### src/rtl/memory_access_stage_pkg.sv
// Shared types and widths for the memory access stage: access sizes, LSU
// state encoding and the default bus widths.
package memory_access_stage_pkg;

    localparam int XLEN_DEF   = 32;
    localparam int ADDR_W_DEF = 32;
    localparam int REG_AW     = 5;
    localparam int BE_W       = 4;

    typedef enum logic [1:0] {
        MEM_B = 2'd0,
        MEM_H = 2'd1,
        MEM_W = 2'd2
    } mem_size_t;

    typedef enum logic [1:0] {
        IDLE = 2'd0,
        REQ  = 2'd1,
        WAIT = 2'd2,
        DONE = 2'd3
    } lsu_state_t;

endpackage

### src/rtl/memory_access_stage_align.sv
// Byte-lane steering: store byte enables and replicated data, load extraction
// with sign/zero extension, and the alignment check for a given size/offset.
module mem_align
    import memory_access_stage_pkg::*;
#(
    parameter int XLEN = XLEN_DEF
) (
    input  mem_size_t         size,
    input  logic [1:0]        addr_lo,
    input  logic              is_unsigned,
    input  logic [XLEN-1:0]   store_data,
    input  logic [XLEN-1:0]   rdata,
    output logic [BE_W-1:0]   be,
    output logic [XLEN-1:0]   wdata,
    output logic [XLEN-1:0]   load_data,
    output logic              misaligned
);

    logic [XLEN-1:0] shifted;

    // NOTE: every output gets a default before the case so no path leaves a latch.
    always_comb begin
        shifted    = rdata >> {addr_lo, 3'b000};
        be         = 4'b1111;
        wdata      = store_data;
        load_data  = rdata;
        misaligned = 1'b0;
        case (size)
            MEM_B: begin
                be        = 4'b0001 << addr_lo;
                wdata     = {4{store_data[7:0]}};
                load_data = {{(XLEN-8){shifted[7] & ~is_unsigned}}, shifted[7:0]};
            end
            MEM_H: begin
                be         = 4'b0011 << addr_lo;
                wdata      = {2{store_data[15:0]}};
                load_data  = {{(XLEN-16){shifted[15] & ~is_unsigned}}, shifted[15:0]};
                misaligned = addr_lo[0];
            end
            default: begin
                misaligned = |addr_lo;
            end
        endcase
    end

endmodule

### src/rtl/memory_access_stage.sv
// Memory access stage: issues one load/store at a time over a req/gnt/rvalid
// bus, stalls upstream while it is in flight, and registers the WB result.
module memory_access_stage
    import memory_access_stage_pkg::*;
#(
    parameter int XLEN   = XLEN_DEF,
    parameter int ADDR_W = ADDR_W_DEF
) (
    input  logic              clk,
    input  logic              reset,
    input  logic              e_valid,
    input  logic [XLEN-1:0]   alu_y,
    input  logic [XLEN-1:0]   rrd2_fwd,
    input  logic              mem_read,
    input  logic              mem_write,
    input  logic [1:0]        mem_size,
    input  logic              mem_unsigned,
    input  logic [REG_AW-1:0] e_rd,
    input  logic              e_regwrite,
    output logic [XLEN-1:0]   m_regwd,
    output logic              mem_stall,
    output logic              misalign,
    output logic              dmem_req,
    output logic              dmem_we,
    output logic [ADDR_W-1:0] dmem_addr,
    output logic [BE_W-1:0]   dmem_be,
    output logic [XLEN-1:0]   dmem_wdata,
    input  logic              dmem_gnt,
    input  logic              dmem_rvalid,
    input  logic [XLEN-1:0]   dmem_rdata,
    output logic              w_valid,
    output logic [REG_AW-1:0] w_rd,
    output logic              w_regwrite,
    output logic [XLEN-1:0]   w_regwd
);

    lsu_state_t        state, state_nx;
    logic [XLEN-1:0]   r_alu, r_data, r_rdata;
    mem_size_t         r_size;
    logic              r_unsigned, r_we, r_regwrite;
    logic [REG_AW-1:0] r_rd;

    logic              is_idle, memop, start, bad;
    mem_size_t         a_size;
    logic [1:0]        a_lo;
    logic              a_uns, a_misaligned;
    logic [XLEN-1:0]   a_sdata, a_wdata, a_load;
    logic [BE_W-1:0]   a_be;

    // In IDLE the aligner sees the live EX inputs (for the alignment check);
    // afterwards it works from the latched request so the bus stays stable.
    assign is_idle = (state == IDLE);
    assign a_size  = is_idle ? mem_size_t'(mem_size) : r_size;
    assign a_lo    = is_idle ? alu_y[1:0] : r_alu[1:0];
    assign a_uns   = is_idle ? mem_unsigned : r_unsigned;
    assign a_sdata = is_idle ? rrd2_fwd : r_data;

    mem_align #(.XLEN(XLEN)) u_align (
        .size        (a_size),
        .addr_lo     (a_lo),
        .is_unsigned (a_uns),
        .store_data  (a_sdata),
        .rdata       (r_rdata),
        .be          (a_be),
        .wdata       (a_wdata),
        .load_data   (a_load),
        .misaligned  (a_misaligned)
    );

    assign memop = mem_read | mem_write;
    assign start = is_idle & e_valid & memop & ~a_misaligned;
    assign bad   = is_idle & e_valid & memop & a_misaligned;

    always_comb begin
        state_nx = state;
        case (state)
            IDLE:    if (start)       state_nx = REQ;
            REQ:     if (dmem_gnt)    state_nx = WAIT;
            WAIT:    if (dmem_rvalid) state_nx = DONE;
            default:                  state_nx = IDLE;
        endcase
    end

    assign m_regwd    = alu_y;
    assign mem_stall  = (state == REQ) | (state == WAIT) | start;
    assign dmem_req   = (state == REQ);
    assign dmem_we    = r_we;
    assign dmem_addr  = {r_alu[ADDR_W-1:2], 2'b00};
    assign dmem_be    = a_be;
    assign dmem_wdata = a_wdata;

    // NOTE: sequential state uses non-blocking assignments so every register
    // samples pre-edge values regardless of statement order.
    always_ff @(posedge clk) begin
        if (reset) begin
            state      <= IDLE;
            misalign   <= 1'b0;
            w_valid    <= 1'b0;
            w_regwrite <= 1'b0;
            w_rd       <= '0;
            w_regwd    <= '0;
        end else begin
            state    <= state_nx;
            misalign <= bad;
            case (state)
                IDLE: begin
                    w_valid    <= e_valid & ~start;
                    w_rd       <= e_rd;
                    w_regwrite <= e_valid & e_regwrite & ~memop;
                    w_regwd    <= alu_y;
                end
                DONE: begin
                    w_valid    <= 1'b1;
                    w_rd       <= r_rd;
                    w_regwrite <= r_regwrite & ~r_we;
                    w_regwd    <= r_we ? r_alu : a_load;
                end
                default: begin
                    w_valid    <= 1'b0;
                    w_regwrite <= 1'b0;
                end
            endcase
        end
    end

    // NOTE: the request/response datapath is not reset; it is only consumed
    // after the FSM has loaded it, so reset would add fan-out for nothing.
    always_ff @(posedge clk) begin
        if (start) begin
            r_alu      <= alu_y;
            r_data     <= rrd2_fwd;
            r_size     <= mem_size_t'(mem_size);
            r_unsigned <= mem_unsigned;
            r_we       <= mem_write & ~mem_read;
            r_rd       <= e_rd;
            r_regwrite <= e_regwrite;
        end
        if (state == WAIT && dmem_rvalid)
            r_rdata <= dmem_rdata;
    end

endmodule
### config.mk
export PLATFORM = sky130hd
export DESIGN_NAME = memory_access_stage
export DESIGN_NICKNAME = d
export VERILOG_FILES = /design/src/rtl/memory_access_stage_pkg.sv /design/src/rtl/memory_access_stage_align.sv /design/src/rtl/memory_access_stage.sv
export SDC_FILE = /design/constraint.sdc
export NUM_CORES = 1
export LEC_CHECK = 0
export ABC_AREA = 0
export ABC_CLOCK_PERIOD_IN_PS = 7200
export BUFFER_PORTS_ARGS = -buffer_cell sky130_fd_sc_hd__clkbuf_2
export CELL_PAD_IN_SITES_DETAIL_PLACEMENT = 1
export CELL_PAD_IN_SITES_GLOBAL_PLACEMENT = 2
export CORE_UTILIZATION = 31
export DETAILED_ROUTE_END_ITERATION = 8
export GPL_TIMING_DRIVEN = 0
export PLACE_DENSITY = 0.87
export SLEW_MARGIN = 0
export SYNTH_ARGS = -nofsm -noshare
export SYNTH_HDL_FRONTEND = slang
export SYNTH_SLANG_ARGS = --single-unit
export TNS_END_PERCENT = 20
### constraint.sdc
create_clock -name clk -period 7.2 [get_ports clk]
set_input_delay 0.72 -clock clk [delete_from_list [all_inputs] [get_ports clk]]
set_output_delay 0.72 -clock clk [all_outputs]
set_load 0.03 [all_outputs]
# Word level (Yosys, flattened, before mapping)
# Index checks and enable logic that the tools add are counted.
[classes] eq_ne=7 n_shift=3 n_mux=17 bitwise=20 reduce_logical=6
[ops] operator="case mux 32 bit (2 select lines)" n=3
[ops] operator="2-to-1 mux 32 bit" n=2
[ops] operator=">> shifter 32 x 5 -> 16 bit" n=1
[ops] operator="bitwise AND 1 bit" n=11
[ops] operator="2-to-1 mux 2 bit" n=5
[ops] operator="case mux 5 bit (2 select lines)" n=1
[ops] operator="case mux 4 bit (2 select lines)" n=1
[ops] operator="inverter 1 bit" n=6
[ops] operator="case mux 1 bit (2 select lines)" n=3
[ops] operator="case mux 2 bit (3 select lines)" n=1
[ops] operator="== test 2 x 1 -> 1 bit (second input constant)" n=2
[ops] operator="== test 2 bit (second input constant)" n=2
[ops] operator="zero test 2 bit" n=2
[ops] operator="!= test 2 x 1 -> 1 bit (second input constant)" n=2
[ops] operator="left shift 1 x 2 -> 4 bit (first input constant)" n=1
[ops] operator="left shift 2 x 2 -> 4 bit (first input constant)" n=1
[ops] operator="bitwise OR 1 bit" n=3
[ops] operator="AND reduction 3 bit" n=1
[ops] operator="!= test 2 bit (second input constant)" n=1
[ops] operator="nonzero test 2 bit" n=1
[ops] operator="OR reduction 2 bit" n=1
[ops] operator="logical AND 1 bit" n=1
[ops] operator="2-to-1 mux 1 bit" n=1
[totals] regBits=148 inputBits=112 output_inout_bits=143 wordCells=67

# Logic depth before layout (Yosys ltp)
# Gate-level depths: netlist of the first run.
[logic_depth] word_depth=9 mapped_depth=10 ltp_nobuf=7

# Cells and area by module
# From an unflattened synthesis of the first run, not the netlist that was laid out.
[unflattened] hier_cells=685 area_unflattened_um2=7557.2
[by_module_without_submodules] module="memory_access_stage" instances=1 cells_each=492 area_per_inst_um2=6306.0
[by_module_without_submodules] module="mem_align" instances=1 cells_each=193 area_per_inst_um2=1251.2

# Least setup slack after synthesis of the first run
# OpenSTA, ideal clock, no wires.
[synth_path] path_kind="reg-to-output" from="register state[0]" to="output mem_stall" arrival_ps=5825 t_required_ps=6480 path_slack_ps=655 stages_incl_launch_ff=11 path_buffers=3 path_cell_list="dfxtp_1 > inv_1 > ha_1 > buf_6 > buf_6 > nand3b_1 > and2_1 > clkbuf_1 > o21ai_0 > a21oi_1 > or2_2"
[synth_between] elab_chain_cells=7 word_cells_on_any_way=15 classes_between="eq/ne: 3; mux: 3; bitwise: 6; reduce/logical: 3"
[synth_lines] item="start, declared" line="memory_access_stage.sv:37" source="lsu_state_t state, state_nx;"
[synth_lines] item="start signal, assigned" line="memory_access_stage.sv:103" source="state <= state_nx;"
[synth_lines] item="zero test 2 bit *" line="memory_access_stage.sv:52" source="assign is_idle = (state == IDLE);"
[synth_lines] item="2-to-1 mux 2 bit, on equally long branches" line="memory_access_stage.sv:53, memory_access_stage.sv:54"
[synth_lines] item="== test 2 x 1 -> 1 bit (tied with other cells)" line="memory_access_stage_align.sv:28" source="case (size)"
[synth_lines] item="case mux 1 bit (2 select lines)" line="memory_access_stage_align.sv:28"
[synth_lines] item="inverter 1 bit" line="memory_access_stage.sv:71" source="assign start = is_idle & e_valid & memop & ~a_misaligned;"
[synth_lines] item="bitwise AND 1 bit *" line="memory_access_stage.sv:71"
[synth_lines] item="net start" line="memory_access_stage.sv:43" source="logic is_idle, memop, start, bad;"
[synth_lines] item="bitwise OR 1 bit *" line="memory_access_stage.sv:85" source="assign mem_stall = (state == REQ) | (state == WAIT) | start;"
[synth_lines] item="end, declared" line="memory_access_stage.sv:21" source="output logic mem_stall,"
# The timed path passes the listed nets; every way through them passes the cells marked *.

# Final worst setup path of the first run
[layout_path] from="register state[1]" to="output mem_stall"
# The elaborated chain is that of the path after synthesis.

==> results of run 1 <==
## worst max-delay path, delay by kind of cell (launching register included)
family	cells	cell delay [ns]
buffers and inverters	5	0.87
flip-flops	1	0.42
adder cells (fa/ha/maj)	1	0.20
AND/OR/NAND/NOR	3	0.79
AO/OA/AOI/OAI	2	0.81
## per-layer routing
layer  GRT usage  vias up  part of all wire
li1            -     2902                 -
met1       0.272     3071              0.44
met2       0.349      256              0.48
met3      0.0471       24             0.069
met4      0.0570        0             0.014
met5           0        -                 0
## Yosys cell counts, drive strengths merged, types with 2 or more instances
cell type  count
a211oi         2
a21o          17
a21oi         49
a221o         16
a221oi        18
a222oi         6
a22oi          7
a2bb2oi        7
a31oi         16
and2           5
buf           77
clkbuf        29
dfxtp         42
edfxtp       106
ha             4
inv           33
mux2          11
mux2i         33
nand2         23
nand2b         2
nand3          4
nand3b         2
nor2          41
nor2b          3
nor3           4
o21ai         27
o221ai        19
o22ai          8
o2bb2ai        8
## power breakdown
part | internal (mW) | total, mW | leakage [nW] | switching, mW
clock network | 0.534 | 0.912 | 0.291 | 0.379
registers | 1.16 | 1.27 | 1.32 | 0.112
logic | 0.614 | 2.00 | 2.41 | 1.38
## stage by stage
step	hold WS (ns)	worst slack [ns]	instance area, µm²
floorplan	0.477	0.655	7260
global placement	0.460	-2.19	8910
detailed placement	0.465	3.41	8990
CTS	0.447	2.92	9590
global route	0.448	2.79	9590
finish	0.466	2.94	9590
## worst max path at each step
stage	start	end	slack, ns	depth (start not counted)
2_1_floorplan	state[0]	mem_stall	0.66	10
3_3_place_gp	mem_size[1]	mem_stall	-2.19	8
3_5_place_dp	mem_size[1]	mem_stall	3.41	9
4_1_cts	state[1]	mem_stall	2.92	11
5_1_grt	state[1]	mem_stall	2.79	11
6_report	state[1]	mem_stall	2.94	11
## flip-flops by register name, indices dropped and copies added (netlist names)
register / count
r_rd: 5
r_regwrite: 1
misalign: 1
r_unsigned: 1
w_regwrite: 1
w_rd: 5
w_valid: 1
w_regwd: 32
state: 2
dmem_we: 1
r_rdata: 32
r_data: 32
r_alu: 32
r_size: 2
## cell families (layout without fill, tap and decap cells)
family,Yosys count,in the layout
compound gates,208,208
flops,148,148
buf+inv,140,426
simple gates,88,88
mux,45,45
fa+ha+maj,4,4
other cells,1,2
## layout make-up
type	instances	area share
flip-flops and latches	148	0.420
well taps	313	0.0408
repair buffers	254	0.138
clock inverters	13	0.0153
multi-input cells	347	0.256
plain buffers	106	0.0696
clock buffers	19	0.0472
inverters	34	0.0133
==> flow_summary_export.csv, run 1 <==
group,metric,value,unit
synthesis,synth_area_leaders,"edfxtp_1, dfxtp_1, buf_4",
setup_path,cp_slowest_cell,"nor2_1",
timing,fin_crit_sh,0.591,
hold_path,worstHoldStart,"dmem_rdata[22]",
setup_path,end_kind,"primary output",
clock_network,post_cts_buffers,0,
pwr,ir_drop,160,µV
pwr,power.leakage,4.02,nW
layout,final_cell_mix,"clkbuf_2, edfxtp_1, buf_4",
clock_network,postCtsHoldBufs,0,
timing,tightest_slew,0.889,ns
hold_path,min_to,"r_rdata[22]",
setup_path,path_cells,"inv_1 > ha_1 > buf_6 > and2_1 > clkbuf_1 > nor2_1 > o21ai_0 > a21oi_4 > buf_16 > or2_2 > clkbuf_2",
synthesis,ys_warn_count,0,
placed_design,portBuffers,251,
layout,mostFrequentLayoutCell,"clkbuf_2",
floorplanning,fp.coreArea,22800,µm²
clock_network,worstSkewPairLatency,0.43,ns
synthesis,avgSynthCellArea,11.4,µm²
setup_path,r2r_cells,9,
synthesis,syn-instance-count,634,
timing,fin_skew,0.00897,ns
synthesis,netlist_area,7260,µm²
drt,viasPerCell,5.07,
pwr,fin_total_pwr,4.18,mW
setup_path,path_class,"flip-flop to primary output",
synthesis,ys.flop_type,"edfxtp_1",
pwr,p_per_area,436,nW/µm²
synthesis,synth_simple_gate_area_share,0.0538,
run,maxCapViolations,0,
floorplanning,row_count,55,
drt,postRouteAntennaNets,0,
hold_path,min_path_type,"input port to flip-flop",
synthesis,ys_seq_area_frac,0.554,
layout,regArea,4020,µm²
clock_network,clock-sinks,148,
layout,area_delta_synth_final,32.1,%
layout,fin_cells,1234,
synthesis,ys_seq_elements,148,
clock_network,h-tree-depth,4,
setup_path,cpPeakStageDelay,0.52,ns
synthesis,synth_top_area_cell,"edfxtp_1",
drt,routed_wirelength,24900,µm
global_routing,antenna_found_initial,0,
synthesis,yosysUniqueCellTypes,53,
global_routing,grt_use_total,0.209,
clock_network,path_clk_slew,0.06,ns
placed_design,place_inst,1202,
run_status,outcome,"completed",
synthesis,synth_top_area_frac,0.439,
timing,max_slew_margin,0.407,
synthesis,async_reset_ff_frac,0,
layout,final.fill_count,2605,
setup_path,timing.rr.end,"r_data[12]",
setup_path,rrSetupSlack,4.07,ns
hold_path,min_path_cells,1,
drt,routedWlPerCell,20.2,µm
timing,setup_viol,0,
timing,hold_viol_final,0,
setup_path,required,6.48,ns
layout,layout.nets,1024,
placed_design,gp_congestion,0.812,
floorplanning,start_util,0.319,
timing,rsz0062_at_grt,"false",
timing,fin_tns_setup,0,ns
setup_path,cp-start-kind,"flip-flop",
synthesis,synthAdderAreaFrac,0.00690,
floorplanning,ios,255,
floorplanning,dieArea,24000,µm²
floorplanning,dieWidth,155,µm
timing,fin_crit,4.26,ns
global_routing,grt_pass1_vias,6354,
setup_path,arrival,3.54,ns
global_routing,grt.overflow.total,0,
layout,utilization,0.421,
timing,fmax,235,MHz
synthesis,synth_xor_area_frac,0,
drt,drt_iter0_drc,435,
clock_network,cts.path.max_buffers,2,
global_routing,grt_pass1_wl,37500,µm
drt,drtPass1Iterations,7,
placed_design,dp.final_hpwl,19100,µm
drt,vias,6253,
setup_path,crit_fanout,20,
setup_path,r2r_start,"state[1]",
synthesis,synth_mux_area_frac,0.0667,
timing,finalMaxSlewViolations,0,
synthesis,synth_top_family_by_area,"compound AO/OA/AOI/OAI gates",
clock_network,cts-buffers-inserted,17,
floorplanning,die-height,155,µm
layout,drive_gt1_frac,0.414,
clock_network,tritoncts,"built",
drt,drc,0,
global_routing,grt_max_degree,33,
layout,diodes,0,
clock_network,root_buffer,"clkbuf_16",
synthesis,synth_edf_count,106,
clock_network,post_cts_resized,0,
synthesis,synth_compound_area_frac,0.208,
layout,multi_input_area,2450,µm²
(Power assumes the default switching activity.)
==> inputs of run 2 (changes only) <==
--- a/config.mk
+++ b/config.mk
@@ -6,14 +6,14 @@
 export NUM_CORES = 1
 export LEC_CHECK = 0
 export ABC_AREA = 0
-export ABC_CLOCK_PERIOD_IN_PS = 7200
+export ABC_CLOCK_PERIOD_IN_PS = 3600
 export BUFFER_PORTS_ARGS = -buffer_cell sky130_fd_sc_hd__clkbuf_2
 export CELL_PAD_IN_SITES_DETAIL_PLACEMENT = 1
 export CELL_PAD_IN_SITES_GLOBAL_PLACEMENT = 2
-export CORE_UTILIZATION = 31
+export CORE_UTILIZATION = 28
 export DETAILED_ROUTE_END_ITERATION = 8
 export GPL_TIMING_DRIVEN = 0
-export PLACE_DENSITY = 0.87
+export PLACE_DENSITY = 0.83
 export SLEW_MARGIN = 0
 export SYNTH_ARGS = -nofsm -noshare
 export SYNTH_HDL_FRONTEND = slang
==> constraint.sdc (replaced) <==
create_clock -name clk -period 3.6 [get_ports clk]
set_input_delay 0.36 -clock clk [delete_from_list [all_inputs] [get_ports clk]]
set_output_delay 0.36 -clock clk [all_outputs]
set_load 0.03 [all_outputs]
==> run 2 against run 1 <==
- setup slack worse by 2.8 ns
- highest routed layer is now met5
- first-iteration DRC count decreased by 18%
- critical path type unchanged
- die area up 11%
==> flow_summary_export.csv, run 2 (synthesis gave the netlist of run 1 again) <==
group,metric,value,unit
global_routing,grt_pass1_vias,6387,
timing,fin_skew,0.0155,ns
timing,rsz0062_at_grt,"false",
placed_design,placed_area,9020,µm²
timing,max_slew_margin,0.328,
layout,final_cell_area,9620,µm²
placed_design,place_inst,1219,
drt,routedWlPerCell,20.8,µm
layout,final.fill_count,2873,
run,maxCapViolations,0,
placed_design,portBuffers,251,
global_routing,antenna_found_initial,4,
hold_path,min_path_type,"input port to flip-flop",
clock_network,cts.path.max_buffers,2,
timing,tightest_slew,1.00,ns
floorplanning,fp.coreArea,25300,µm²
pwr,ir_drop,324,µV
setup_path,timing.critical_path.mode_cell,"buf_6",
timing,setup_ws,0.181,ns
clock_network,worstSkewPairLatency,0.43,ns
placed_design,dp.final_hpwl,19700,µm
setup_path,cp_slowest_cell,"clkbuf_1",
timing,worst_hold_slack,0.101,ns
global_routing,grt_pass1_wl,38700,µm
floorplanning,dieArea,26600,µm²
setup_path,arrival,3.06,ns
layout,final_cell_mix,"clkbuf_2, edfxtp_1, buf_4",
placed_design,dp_slack,0.140,ns
global_routing,grt_max_degree,33,
floorplanning,start_util,0.287,
layout,area_delta_synth_final,32.6,%
timing,setup_viol,0,
drt,drt_iter0_drc,356,
timing,hold_viol_final,0,
setup_path,cpPeakStageDelay,0.50,ns
setup_path,crit_fanout,10,
layout,layout.nets,1024,
floorplanning,ios,255,
clock_network,path_clk_slew,0.07,ns
setup_path,cp-start-kind,"flip-flop",
setup_path,path_buf_inv,6,
setup_path,cp_top_family,"buffers and inverters",
run_status,outcome,"completed",
layout,fin_cells,1253,
timing,finalMaxSlewViolations,0,
drt,routed_wirelength,26000,µm
timing,fin_crit,3.42,ns
floorplanning,row_count,58,
floorplanning,die-height,163,µm
global_routing,grt.overflow.total,0,
clock_network,postCtsHoldBufs,0,
setup_path,end_kind,"primary output",
drt,viasPerCell,5.01,
timing,fin_crit_sh,0.950,
drt,vias,6273,
layout,mostFrequentLayoutCell,"clkbuf_2",
placed_design,gp_congestion,0.815,
clock_network,clock-sinks,148,
clock_network,cts-buffers-inserted,17,
floorplanning,dieWidth,163,µm
drt,postRouteAntennaNets,0,
pwr,p_per_area,874,nW/µm²
setup_path,required,3.24,ns
pwr,power.leakage,4.03,nW
layout,drive_gt1_frac,0.414,
clock_network,h-tree-depth,4,
clock_network,root_buffer,"clkbuf_16",
setup_path,path_cells,"inv_1 > ha_1 > buf_6 > buf_6 > mux2_2 > buf_2 > clkbuf_1 > o221ai_1 > o21ai_0 > clkbuf_2",
drt,drc,0,
drt,drtPass1Iterations,5,
global_routing,grt_use_total,0.197,
clock_network,tritoncts,"built",
timing,fmax,292,MHz
setup_path,path_class,"flip-flop to primary output",
run 2: worst register-to-register path: stages (launching register included):
cell and delay, ns:
dfxtp_1 0.39, ha_1 0.36, clkinv_1 0.32, clkbuf_1 0.43, nor2_1 0.78, o221ai_1 0.47
a221oi_2 0.33
run 2: what timing repair did:
item / in CTS / in global routing
pin swaps: 1 / 1
endpoints found under the setup margin: 1 / 1
gates resized for setup: 0 / 3
gates cloned: 0 / 0
setup buffers: 1 / 0
run 2: path summary, 6_finish.rpt:
path | startpoint | end | slack, ns | cells past startpoint
worst min-delay path | dmem_rdata[21] | r_rdata[21] | 0.10 | 1
worst min register to register | w_regwd[7] | w_regwd[7] | 0.47 | 2
worst max-delay path | state[0] | dmem_wdata[23] | 0.18 | 10
worst max register to register | state[0] | w_regwd[15] | 0.45 | 6
run 2: area by class of cell:
class	count	area (µm²)	area share
Timing Repair Buffer	255	1340	0.139
Inverter	34	128	0.0133
Sequential cell	148	4020	0.418
Clock inverter	13	158	0.0164
Buffer	105	664	0.0691
Multi-Input combinational cell	347	2460	0.256
Antenna cell	2	5.00	0.000520
Clock buffer	19	433	0.0450
Tap cell	330	413	0.0429
run 2: report_power, final:
group	total (mW)	switching (mW)	internal, mW
Sequential	2.55	0.224	2.32
Combinational	4.04	2.80	1.24
Clock	1.83	0.736	1.09
Total	8.41	3.76	4.65
run 2: metal layers:
layer	GRT usage	vias to the layer above	wire, µm
li1	-	2897	-
met1	0.248	3144	11200
met2	0.335	211	13000
met3	0.0461	19	1460
met4	0.0565	2	357
met5	0	-	14
run 2: through the flow:
step,util,power [mW],TNS [ns]
after floorplan,-,5.25,0
after global placement,0.353,6.51,-63.12
after detailed placement,0.356,6.62,0
after CTS,0.380,8.49,0
after global routing,0.380,8.83,0
final,0.380,8.41,0
